--- src/rtl/cache_request_queue_pkg.sv ---
// Shared opcodes, hit/miss encoding, queue FSM states and a log2 helper
// for the cache request queue.
package cache_request_queue_pkg;

  localparam logic [1:0] OP_NOP   = 2'b00;
  localparam logic [1:0] OP_READ  = 2'b01;
  localparam logic [1:0] OP_WRITE = 2'b10;

  localparam logic HIT  = 1'b1;
  localparam logic MISS = 1'b0;

  localparam logic [0:0] QREQ_IDLE = 1'b0;
  localparam logic [0:0] QREQ_WAIT = 1'b1;

  // Ceiling log2, usable in parameter defaults.
  function automatic int log2(input int v);
    int r;
    r = 0;
    for (int i = 0; i < 31; i++)
      if ((1 << i) < v) r = i + 1;
    return r;
  endfunction

endpackage

--- src/rtl/cache_req_fifo.sv ---
// Synchronous FIFO holding packed request vectors; exposes count/full/empty.
// DEPTH must be a power of 2 so the pointers wrap naturally.
module cache_req_fifo #(
  parameter int WIDTH = 10,
  parameter int DEPTH = 4,
  parameter int PTR_W = 2
) (
  input  logic             clk,
  input  logic             rst,
  input  logic             push,
  input  logic             pop,
  input  logic [WIDTH-1:0] din,
  output logic [WIDTH-1:0] dout,
  output logic [PTR_W:0]   count,
  output logic             full,
  output logic             empty
);

  localparam logic [PTR_W:0] FULL_CNT = (PTR_W+1)'(DEPTH);

  logic [WIDTH-1:0] r_mem [DEPTH];
  logic [PTR_W-1:0] r_wptr, r_rptr;
  logic [PTR_W:0]   r_count;
  logic             w_push, w_pop;

  assign full   = (r_count == FULL_CNT);
  assign empty  = (r_count == '0);
  assign count  = r_count;
  assign dout   = r_mem[r_rptr];
  assign w_push = push && !full;
  assign w_pop  = pop && !empty;

  always_ff @(posedge clk)
    if (w_push) r_mem[r_wptr] <= din;

  always_ff @(posedge clk) begin
    if (rst) begin
      r_wptr  <= '0;
      r_rptr  <= '0;
      r_count <= '0;
    end else begin
      if (w_push) r_wptr <= r_wptr + 1'b1;
      if (w_pop)  r_rptr <= r_rptr + 1'b1;
      case ({w_push, w_pop})
        2'b10:   r_count <= r_count + 1'b1;
        2'b01:   r_count <= r_count - 1'b1;
        default: r_count <= r_count;
      endcase
    end
  end

endmodule

--- src/rtl/cache_request_queue.sv ---
// Request queue in front of the cache: buffers requests, issues one at a time
// and returns a one-cycle response. CACHE_REQ_TIMEOUT_EN adds a WAIT timeout.
module cache_request_queue
  import cache_request_queue_pkg::*;
#(
  parameter int CACHE_TAG_WIDTH  = 4,
  parameter int CACHE_DATA_WIDTH = 4,
  parameter int OPCODE_WIDTH     = 2,
  parameter int CACHE_LINE_WIDTH = OPCODE_WIDTH + CACHE_TAG_WIDTH + CACHE_DATA_WIDTH,
  parameter int QUEUE_DEPTH      = 4,
  parameter int QUEUE_PTR_WIDTH  = log2(QUEUE_DEPTH),
  parameter int TIMEOUT_CYCLES   = 16
) (
  input  logic                        clk,
  input  logic                        rst,
  input  logic                        req_valid,
  output logic                        req_ready,
  input  logic [OPCODE_WIDTH-1:0]     req_opcode,
  input  logic [CACHE_TAG_WIDTH-1:0]  req_tag,
  input  logic [CACHE_DATA_WIDTH-1:0] req_data,
  output logic [CACHE_LINE_WIDTH-1:0] cache_vector_out,
  input  logic                        cache_ack,
  input  logic                        cache_hit_miss,
  input  logic [CACHE_DATA_WIDTH-1:0] cache_data,
  output logic                        resp_valid,
  output logic                        resp_hit,
  output logic [CACHE_TAG_WIDTH-1:0]  resp_tag,
  output logic [CACHE_DATA_WIDTH-1:0] resp_data,
  output logic [QUEUE_PTR_WIDTH:0]    queue_count,
  output logic                        timeout_err
);

  localparam logic [CACHE_LINE_WIDTH-1:0] NOP_VEC =
    {OPCODE_WIDTH'(OP_NOP), {(CACHE_TAG_WIDTH + CACHE_DATA_WIDTH){1'b0}}};

  logic [0:0]                  r_state;
  logic [CACHE_LINE_WIDTH-1:0] r_vec;
  logic                        r_resp_valid, r_resp_hit;
  logic [CACHE_TAG_WIDTH-1:0]  r_resp_tag;
  logic [CACHE_DATA_WIDTH-1:0] r_resp_data;

  logic                        w_full, w_empty, w_push, w_pop, w_expire;
  logic [CACHE_LINE_WIDTH-1:0] w_head;
  logic [CACHE_TAG_WIDTH-1:0]  w_issue_tag;

  // Ready comes only from registered occupancy; NOPs are acknowledged but dropped.
  assign req_ready   = !w_full;
  assign w_push      = req_valid && !w_full && (req_opcode != OPCODE_WIDTH'(OP_NOP));
  assign w_pop       = (r_state == QREQ_IDLE) && !w_empty;
  assign w_issue_tag = r_vec[CACHE_DATA_WIDTH +: CACHE_TAG_WIDTH];

  cache_req_fifo #(
    .WIDTH (CACHE_LINE_WIDTH),
    .DEPTH (QUEUE_DEPTH),
    .PTR_W (QUEUE_PTR_WIDTH)
  ) u_fifo (
    .clk   (clk),
    .rst   (rst),
    .push  (w_push),
    .pop   (w_pop),
    .din   ({req_opcode, req_tag, req_data}),
    .dout  (w_head),
    .count (queue_count),
    .full  (w_full),
    .empty (w_empty)
  );

`ifdef CACHE_REQ_TIMEOUT_EN
  localparam int TW = log2(TIMEOUT_CYCLES) + 1;
  logic [TW-1:0] r_tcnt;
  logic          r_timeout_err;

  // Expiry on the TIMEOUT_CYCLES-th WAIT cycle; a same-cycle ack wins.
  assign w_expire = (r_state == QREQ_WAIT) && !cache_ack &&
                    (r_tcnt == TW'(TIMEOUT_CYCLES - 1));

  always_ff @(posedge clk) begin
    if (rst) begin
      r_tcnt        <= '0;
      r_timeout_err <= 1'b0;
    end else begin
      if (w_pop)                     r_tcnt <= '0;
      else if (r_state == QREQ_WAIT) r_tcnt <= r_tcnt + 1'b1;
      if (w_expire) r_timeout_err <= 1'b1;
    end
  end

  assign timeout_err = r_timeout_err;
`else
  logic w_unused_timeout;
  assign w_unused_timeout = ^TIMEOUT_CYCLES;
  assign w_expire    = 1'b0;
  assign timeout_err = 1'b0;
`endif

  always_ff @(posedge clk) begin
    if (rst) begin
      r_state      <= QREQ_IDLE;
      r_vec        <= NOP_VEC;
      r_resp_valid <= 1'b0;
      r_resp_hit   <= 1'b0;
      r_resp_tag   <= '0;
      r_resp_data  <= '0;
    end else begin
      r_resp_valid <= 1'b0;
      if (r_state == QREQ_IDLE) begin
        if (w_pop) begin
          r_vec   <= w_head;
          r_state <= QREQ_WAIT;
        end
      end else if (cache_ack) begin
        r_resp_valid <= 1'b1;
        r_resp_hit   <= cache_hit_miss;
        r_resp_tag   <= w_issue_tag;
        r_resp_data  <= cache_data;
        r_vec        <= NOP_VEC;
        r_state      <= QREQ_IDLE;
      end else if (w_expire) begin
        r_resp_valid <= 1'b1;
        r_resp_hit   <= MISS;
        r_resp_tag   <= w_issue_tag;
        r_resp_data  <= '0;
        r_vec        <= NOP_VEC;
        r_state      <= QREQ_IDLE;
      end
    end
  end

  assign cache_vector_out = r_vec;
  assign resp_valid       = r_resp_valid;
  assign resp_hit         = r_resp_hit;
  assign resp_tag         = r_resp_tag;
  assign resp_data        = r_resp_data;

endmodule

--- config.mk ---
export PLATFORM = sky130hd
export DESIGN_NAME = cache_request_queue
export DESIGN_NICKNAME = d
export VERILOG_FILES = /design/src/rtl/cache_request_queue_pkg.sv /design/src/rtl/cache_req_fifo.sv /design/src/rtl/cache_request_queue.sv
export SDC_FILE = /design/constraint.sdc
export NUM_CORES = 1
export LEC_CHECK = 0
export CORE_UTILIZATION = 59
export CTS_BUF_LIST = sky130_fd_sc_hd__clkbuf_8
export CTS_CLUSTER_DIAMETER = 150
export DETAILED_ROUTE_END_ITERATION = 16
export HOLD_SLACK_MARGIN = 0.02
export PLACE_DENSITY = 0.91
export SKIP_CTS_REPAIR_TIMING = 1
export SLEW_MARGIN = 25
export SYNTH_ARGS = -nofsm -noshare
export SYNTH_HDL_FRONTEND = slang
export SYNTH_SLANG_ARGS = --single-unit
--- constraint.sdc ---
create_clock -name clk -period 5.8 [get_ports clk]
set_clock_uncertainty 0.2 [all_clocks]
set_input_delay 1.16 -clock clk [delete_from_list [all_inputs] [get_ports clk]]
set_output_delay 1.16 -clock clk [all_outputs]
set_load 0.02 [all_outputs]
# Word-level counts from Yosys, hierarchy flattened
# Memory sizes are Yosys's and may differ from the RTL's. A register that Yosys moved wholly into a read port is not among the register bits.
# Cells that the tools add are included.
dict set report op_classes {
  eq_ne 4
  n_reduce_logical 14
  bitwise 1
  muxes 12
  add_sub_neg 4
}
# op count
set op_table {}
lappend op_table {{two-way mux 10 bit} 3}
lappend op_table {{two-way mux 1 bit} 6}
lappend op_table {{one-hot mux 3 bit (2 select lines)} 1}
lappend op_table {{nonzero test 2 bit} 3}
lappend op_table {{logical AND 1 bit} 5}
lappend op_table {{adder 2 x 1 -> 2 bit, second input constant} 2}
lappend op_table {{two-way mux 2 bit} 2}
lappend op_table {{AND reduction 2 bit} 2}
lappend op_table {{adder 3 x 1 -> 3 bit, second input constant} 1}
lappend op_table {{== test 3 bit, second input constant} 1}
lappend op_table {{zero test 3 bit} 1}
lappend op_table {{subtractor 3 x 1 -> 3 bit, second input constant} 1}
lappend op_table {{== test 2 x 1 -> 1 bit, second input constant} 1}
lappend op_table {{== test 2 bit, second input constant} 1}
lappend op_table {{zero test 1 bit} 2}
lappend op_table {{!= test 2 bit, second input constant} 1}
lappend op_table {{OR reduction 2 bit} 1}
lappend op_table {{NOT 1 bit} 1}
dict set report totals {
  memories 1
  ram_bits 40
  out_inout_bits 25
  ff_bits 28
  in_bits 19
}
# name depth width read_ports rd_clocked_by_memory_dff write_ports line
set mem_list {}
lappend mem_list {u_fifo.r_mem 4 10 1 1 1 cache_req_fifo.sv:21} ;# logic [WIDTH-1:0] r_mem [DEPTH];

# Depth between registers and ports, before layout
# Gate-level depths: netlist of run 1.
dict set report depth {
  depth_word 7
  mapped_depth 9
}

# Hierarchy
# From an unflattened synthesis of run 1, not the netlist that was laid out.
dict set report hier_totals {
  cells_unflattened 201
  hier_area_um2 2732.6
}
# mod area_per_inst_um2 instances seq_area_each_um2 cells_per_inst
set by_module_without_submodules {}
lappend by_module_without_submodules {cache_req_fifo 1920.6 1 1381.3 106}
lappend by_module_without_submodules {cache_request_queue 812.0 1 420.4 95}

# Least setup slack after synthesis of run 1
# Ideal clock, no wire load.
dict set report synth_timing {
  path_type {in2reg}
  start {input port req_opcode[1]}
  end {register u_fifo.r_count[2], in the netlist u_fifo.count[2]}
  cell_stages 9
  path_slack_ns 2.908
  setup_time_ns 0.070
  t_arrival_ns 2.622
  path_buffers 0
  required_ns 5.530
  path_cell_list {o21ai_0 -> nor2_1 -> inv_1 -> ha_1 -> inv_1 -> fa_1 -> xor2_1 -> or3_1 -> a21oi_1}
}
dict set report synth_between {
  elab_chain_len 5
}
# element line
set synth_lines {}
lappend synth_lines {{start, declared} cache_request_queue.sv:18} ;# input logic [OPCODE_WIDTH-1:0] req_opcode,
lappend synth_lines {{nonzero test 2 bit *} cache_request_queue.sv:48} ;# assign w_push = req_valid && !w_full && (req_opcode != OPCODE_WIDTH'(OP_NOP));
lappend synth_lines {{logical AND 1 bit *} cache_request_queue.sv:48}
lappend synth_lines {{logical AND 1 bit *} cache_req_fifo.sv:30} ;# assign w_push = push && !full;
lappend synth_lines {{== test 2 x 1 -> 1 bit or == test 2 bit (tied branches)} cache_req_fifo.sv:44} ;# case ({w_push, w_pop})
lappend synth_lines {{one-hot mux 3 bit (2 select lines) or nonzero test 2 bit (tied branches)} n/a}
lappend synth_lines {{end signal, assigned} cache_req_fifo.sv:45} ;# 2'b10: r_count <= r_count + 1'b1;
lappend synth_lines {{end signal, assigned} cache_req_fifo.sv:46} ;# 2'b01: r_count <= r_count - 1'b1;
lappend synth_lines {{end signal, assigned} cache_req_fifo.sv:47} ;# default: r_count <= r_count;
lappend synth_lines {{end, declared} cache_req_fifo.sv:23} ;# logic [PTR_W:0] r_count;
# Every way passes the cells marked *; elsewhere a longest branch is shown, timed or not.
# A chain may end at the register's enable or synchronous reset.

# Worst setup path after layout of run 1
dict set report layout_timing {
  start {register u_fifo.r_count[2], in the netlist u_fifo.count[2]}
  end {output port req_ready}
}
dict set report layout_between {
  elab_chain_len 2
}
# element line
set layout_lines {}
lappend layout_lines {{== test 3 bit} cache_req_fifo.sv:26} ;# assign full = (r_count == FULL_CNT);
lappend layout_lines {{zero test 1 bit} cache_request_queue.sv:47} ;# assign req_ready = !w_full;
lappend layout_lines {{end, declared} cache_request_queue.sv:17} ;# output logic req_ready,
# Every way passes these cells.

==> results of run 1 <==
[path summary, 6_finish.rpt]
check | from | to | slack (ns) | cells after the start
setup reg to reg | u_fifo.count[2]$_SDFFE_PP0P_ | u_fifo.count[2]$_SDFFE_PP0P_ | 3.27 | 9
setup / recovery | u_fifo.count[2]$_SDFFE_PP0P_ | req_ready | 2.49 | 3
hold reg to reg | resp_tag[2]$_SDFFE_PP0P_ | resp_tag[2]$_SDFFE_PP0P_ | 0.26 | 2
hold / removal | resp_tag[2]$_SDFFE_PP0P_ | resp_tag[2]$_SDFFE_PP0P_ | 0.26 | 2
[power by group through the flow]
| stage | Combinational, mW | Clock [mW] | Sequential [mW] |
|---|---|---|---|
| 2_1_floorplan | 0.254 | 0 | 0.688 |
| 3_3_place_gp | 0.395 | 0 | 0.678 |
| 3_5_place_dp | 0.413 | 0 | 0.684 |
| 4_1_cts | 0.419 | 0.435 | 0.674 |
| 5_1_grt | 0.451 | 0.458 | 0.687 |
| 6_report | 0.419 | 0.431 | 0.674 |
[placed cells by master, fill, tap and decap left out, drive strengths merged]
cell           count
inv                9
clkbuf            11
and3               4
nor2               6
a22o              10
conb               1
ha                 5
o31ai              1
o21a               1
bufinv             2
and2               1
o21ai              5
nand2             19
nor3               2
or4                2
xor2               2
clkinv             2
a21oi             17
or2b               1
mux4              10
clkdlybuf4s50     42
dfxtp             30
or3                2
and3b              1
nor3b              1
nand3              2
edfxtp            40
fa                 1
[through the flow]
stage	std cells	power, mW
2_1_floorplan	180	0.942
3_3_place_gp	264	1.07
3_5_place_dp	264	1.10
4_1_cts	280	1.53
5_1_grt	280	1.60
6_report	280	1.52
[worst reg2reg max path: stages, from the launching register on]
cell,delay [ns]
dfxtp_1,0.43
nor3b_1,0.42
nor2_1,0.10
inv_1,0.08
ha_1,0.18
inv_1,0.06
fa_1,0.37
xor2_1,0.16
or3_1,0.31
a21oi_1,0.14
[cell type report]
type                            instances  area, µm²  area share, %
Sequential cell                        70       1800           54.4
Clock buffer                           11        151           4.57
Timing Repair Buffer                   42        420           12.7
Tap cell                               50       62.6           1.89
Multi-Input combinational cell         94        772           23.3
Clock inverter                          5       72.6           2.19
Inverter                                8       30.0          0.907
[kinds of logic after synthesis]
kind of cell	count (synthesis)	share of synthesized area (%)
AND/OR/NAND/NOR	41	7.87
AO/OA/AOI/OAI	34	8.91
flip-flops	70	68.2
adder cells (fa/ha/maj)	6	3.13
other	1	0.142
buffers and inverters	16	2.51
XOR/XNOR	2	0.664
multiplexers	10	8.53
[registers in the layout, indices dropped and copies added, names as in the netlist, named ones only]
register and cells:
resp_hit 1, u_fifo.count 3, r_state 1, u_fifo.r_wptr 2, resp_valid 1, u_fifo.r_mem 40, u_fifo.r_rptr 2, resp_data 4
resp_tag 4, cache_vector_out 10
[per-layer routing]
layer  up-vias  wire length [µm]  share of wire, %  GRT usage (%)
li1        756                 -                 -              -
met1       783              2000                41           27.6
met2        64              2500                51           39.1
met3        14               247               5.1           9.05
met5         -                 0                 0              0
met4         0               129               2.6           9.69
==> reports/metrics.cfg, run 1 <==
[worst_setup_path]
required_ns=4.44
endpoint_kind=output port
worstSetupStartpointType=register
cp_num_buf_inv=2
cp_cell_sequence=nor3b_1 -> inv_1 -> clkdlybuf4s50_1
worstSetupPathType=register to output port
cpLargestDelayFamily=buffers and inverters
critPathMaxStageDelay_ns=0.58
slowest_stage=clkdlybuf4s50_1
cp.arrival_ns=1.95
cp_max_fo=7

[grt]
grt_first_pass_wirelength_um=7560
grt_max_degree=22
grt_pass1_vias=1557
track_usage_pct=23.6
grt_overflow_total=0
grt_antenna_before_repair=0

[layout]
area_delta_synth_final_pct=25.4
drive_above_1_share_pct=16.5
nets=250
fillCellCount=244
finish.instance_area_um2=3310
diodes=0
final_util_pct=79.9

[place]
dp_hpwl_um=3140
globalplace.congestion=0.707
place_area_um2=3090
io_buffers=42
place_worst_setup_slack_ns=2.23

[cts]
tritoncts=built
h-tree-depth=3
cts-root-buf=clkbuf_8
cts_buffers=9
clock-sinks=70
insertion_delay_ns=0.34
cts.clk_slew.worst_paths_ns=0.07
clockBufferDepth=2

[timing]
tightest_slew_ns=0.821
max_freq_mhz=302
hold_slack_ns=0.255
setup_violations=0
period_share_pct=57.1
rsz0062_at_grt=false
period_minus_slack_ns=3.31
worst_slack_ns=2.49
hold_violations=0
drv_slew=0
relSlewSlack_pct=45.1
fin_setup_tns_ns=0

[detailed_routing]
firstDrtPassIters=4
drc=0
drt-initial-drc-count=140
vias=1617
detail_route.wl_per_cell_um=17.4
antenna_left=0
vias_per_cell=5.78
wirelength_um=4880

[power_and_ir_drop]
p_int_mw=1.07
switching_share_pct=29.6
p_leak_nw=1.15
pwr-share-comb_pct=27.5
power_frac_seq_pct=44.2
switching_power_mw=0.452
pwr-share-clk_pct=28.3
p_per_area_nw_per_um2=460
irDropWorstVdd_uv=300

[die]
core.rowCount=23
die_h_um=68.9
start_util_pct=63.7
core_um2=4140
dieArea_um2=4750
die-width_um=68.9
ios=44

[synth]
yosysSeqAreaShare_pct=68.2
synth_nets=205
ys_types=32
yosysTopAreaCell=edfxtp_1
synthArstFlopShare_pct=0
synthCells=180
synth_seq_cells=70
yosys-top-cells-count=edfxtp_1, dfxtp_1, nand2_1
synth.most_common_cell=edfxtp_1
yosys_warnings=0
ys_top_cells_by_area=edfxtp_1, dfxtp_1, mux4_2, a22o_2, a21oi_1
synth_edf_count=40
syn-cell-area_um2=2640
synth.top_cell.area_share_pct=45.5
avgSynthCellArea_um2=14.7
synth_flop_cell=edfxtp_1

[outcome]
outcome=finished, final reports clean

[run]
max_cap_violations=0

[hold_path]
min_path_type=register to register

Power figures use the tool's default switching activity.
==> run 2: changes to the inputs <==
Settings changed: CORE_UTILIZATION 59 to 54, PLACE_DENSITY 0.91 to 0.85.
Clock period 5.8 ns to 3.3 ns, I/O delays scaled along.
==> run 2 against run 1 <==
Net effect: sequential power is 75% higher; hold slack hardly changed; die area up 9.0%; utilization down 10 points; clock power up 41%; critical endpoint unchanged; first-iteration DRC count is 38% lower; total power increased by 64%; register-to-register slack lost 2.4 ns; clock-buffer cell count is 1 lower; largest power group unchanged; global-route usage fell by 3.5 points; via count is 3.4% lower; highest routed layer unchanged.
==> reports/metrics.cfg, run 2 (synthesis gave the netlist of run 1 again) <==
[outcome]
outcome=finished, final reports clean

[die]
dieArea_um2=5170  ; +9.0%
ios=44  ; unchanged
core.rowCount=25  ; +8.7%
start_util_pct=55.9  ; -7.8 points
core_um2=4720  ; +14%
die-width_um=71.9  ; +4.4%
die_h_um=71.9  ; +4.4%

[detailed_routing]
wirelength_um=4600  ; -5.7%
vias=1562  ; -3.4%
detail_route.wl_per_cell_um=15.4  ; -11%
vias_per_cell=5.24  ; -9.2%
antenna_left=0  ; unchanged
firstDrtPassIters=4  ; unchanged
drc=0  ; unchanged
drt-initial-drc-count=87  ; -38%

[cts]
cts-root-buf=clkbuf_8
clockBufferDepth=2  ; unchanged
cts.clk_slew.worst_paths_ns=0.07  ; about the same
clock-sinks=70  ; unchanged
tritoncts=built
insertion_delay_ns=0.34  ; about the same
h-tree-depth=3  ; unchanged
cts_buffers=9  ; unchanged

[worst_setup_path]
required_ns=2.44  ; -2.00 ns
worstSetupStartpointType=register
cp_max_fo=7  ; unchanged
cp.arrival_ns=1.91  ; -0.04 ns
crit_path_start=u_fifo.count[2]$_SDFFE_PP0P_
r2r-end=u_fifo.count[2]$_SDFFE_PP0P_
critPathMaxStageDelay_ns=0.58  ; about the same
slowest_stage=clkdlybuf4s50_1
endpoint_kind=output port
cpLargestDelayFamily=buffers and inverters
cp_num_buf_inv=2  ; unchanged
cp_cell_sequence=nor3b_1 -> inv_1 -> clkdlybuf4s50_1
r2r_setup_slack_ns=0.87  ; -2.40 ns
r2r-start=u_fifo.count[2]$_SDFFE_PP0P_
r2r_cells=9  ; unchanged
worstSetupPathType=register to output port

[timing]
period_share_pct=84.0
rsz0062_at_grt=false
worst_slack_ns=0.529  ; -1.96 ns
drv_slew=0  ; unchanged
relSlewSlack_pct=52.9  ; +7.7 points
setup_violations=0  ; unchanged
period_minus_slack_ns=2.77
hold_slack_ns=0.255  ; +0.000265 ns
max_freq_mhz=361
tightest_slew_ns=0.703  ; -0.117 ns
hold_violations=0  ; unchanged
fin_setup_tns_ns=0  ; unchanged

[grt]
grt_pass1_vias=1546  ; -0.71%
track_usage_pct=20.2  ; -3.5 points
grt_antenna_before_repair=0  ; unchanged
grt_max_degree=21  ; -4.5%
grt_first_pass_wirelength_um=7470  ; -1.2%
grt_overflow_total=0  ; unchanged

[layout]
area_delta_synth_final_pct=24.6
largest_reg_flops=40  ; unchanged
final_util_pct=69.6  ; -10 points
diodes=0  ; unchanged
layout_common_cells=clkdlybuf4s50_1, edfxtp_1, dfxtp_1
instances_no_fill=298  ; +6.4%
drive_above_1_share_pct=17.7  ; +1.2 points
layout_commonest_cell=clkdlybuf4s50_1
nets=251  ; +0.40%
top_register=u_fifo.r_mem
fillCellCount=319  ; +31%
finish.instance_area_um2=3290  ; -0.64%

[power_and_ir_drop]
irDropWorstVdd_uv=388  ; +29%
p_total_mw=2.51  ; +64%
p_per_area_nw_per_um2=762  ; +66%
p_leak_nw=1.13  ; -1.8%

[hold_path]
hold_path_depth=2  ; unchanged
min_path_type=register to register
min_from=resp_data[1]$_SDFFE_PP0P_
whs_endpoint=resp_data[1]$_SDFFE_PP0P_

[place]
dpl.cell_count=282  ; +6.8%
globalplace.congestion=0.717  ; +1.3%
place_worst_setup_slack_ns=0.215  ; -2.02 ns
dp_hpwl_um=2970  ; -5.5%
place_area_um2=3120  ; +0.93%
io_buffers=42  ; unchanged

[run]
max_cap_violations=0  ; unchanged

==> run 2: cell types whose count changed in the layout (fill, tap and decap cells not counted), sizes merged <==
| cell | change |
|---|---|
| buf | +1 |
| bufinv | -2 |
| clkbuf | -1 |
| clkinv | +2 |
| clkinvlp | +1 |
==> run 2: cell type report <==
cell class | instances | area [µm²] | area share (%)
clock buffers | 10 | 138 | 4.18
clock inverters | 6 | 36.3 | 1.10
inverters | 8 | 30.0 | 0.913
multi-input cells | 94 | 772 | 23.5
flip-flops and latches | 70 | 1800 | 54.8
well taps | 67 | 83.8 | 2.55
repair buffers | 43 | 428 | 13.0
==> run 2: where the power goes <==
group,switching (mW),internal [mW],total [mW]
logic,0.349,0.373,0.721
registers,0.128,1.05,1.18
clock network,0.316,0.290,0.606
total,0.792,1.71,2.51
==> run 2: how the worst max path moves through the flow <==
| stage | end | slack, ns | depth (start not counted) |
|---|---|---|---|
| finish | req_ready | 0.53 | 3 |
| global route | u_fifo.count[2]$_SDFFE_PP0P_ | 0.40 | 10 |
| CTS | req_ready | 0.52 | 3 |
| detailed placement | u_fifo.count[2]$_SDFFE_PP0P_ | 0.22 | 10 |
| global placement | u_fifo.count[2]$_SDFFE_PP0P_ | 0.31 | 10 |
| floorplan | u_fifo.count[2]$_SDFFE_PP0P_ | 0.91 | 9 |
==> run 2: layer usage <==
metal  track usage, %  routed length (µm)  up-vias
met5                0                   0        -
met4             10.2                 104        0
met3             6.94                 213       11
met2             31.7                2330       38
met1             25.2                1950      757
li1                 -                   -      756
==> run 2: worst reg2reg max path, cell delays in order (launching register included) <==
cell and delay [ns]:
dfxtp_1 0.42, nor3b_1 0.38, nor2_1 0.09, inv_1 0.06, ha_1 0.17, inv_1 0.07
fa_1 0.39, xor2_1 0.16, or3_1 0.30, a21oi_1 0.13
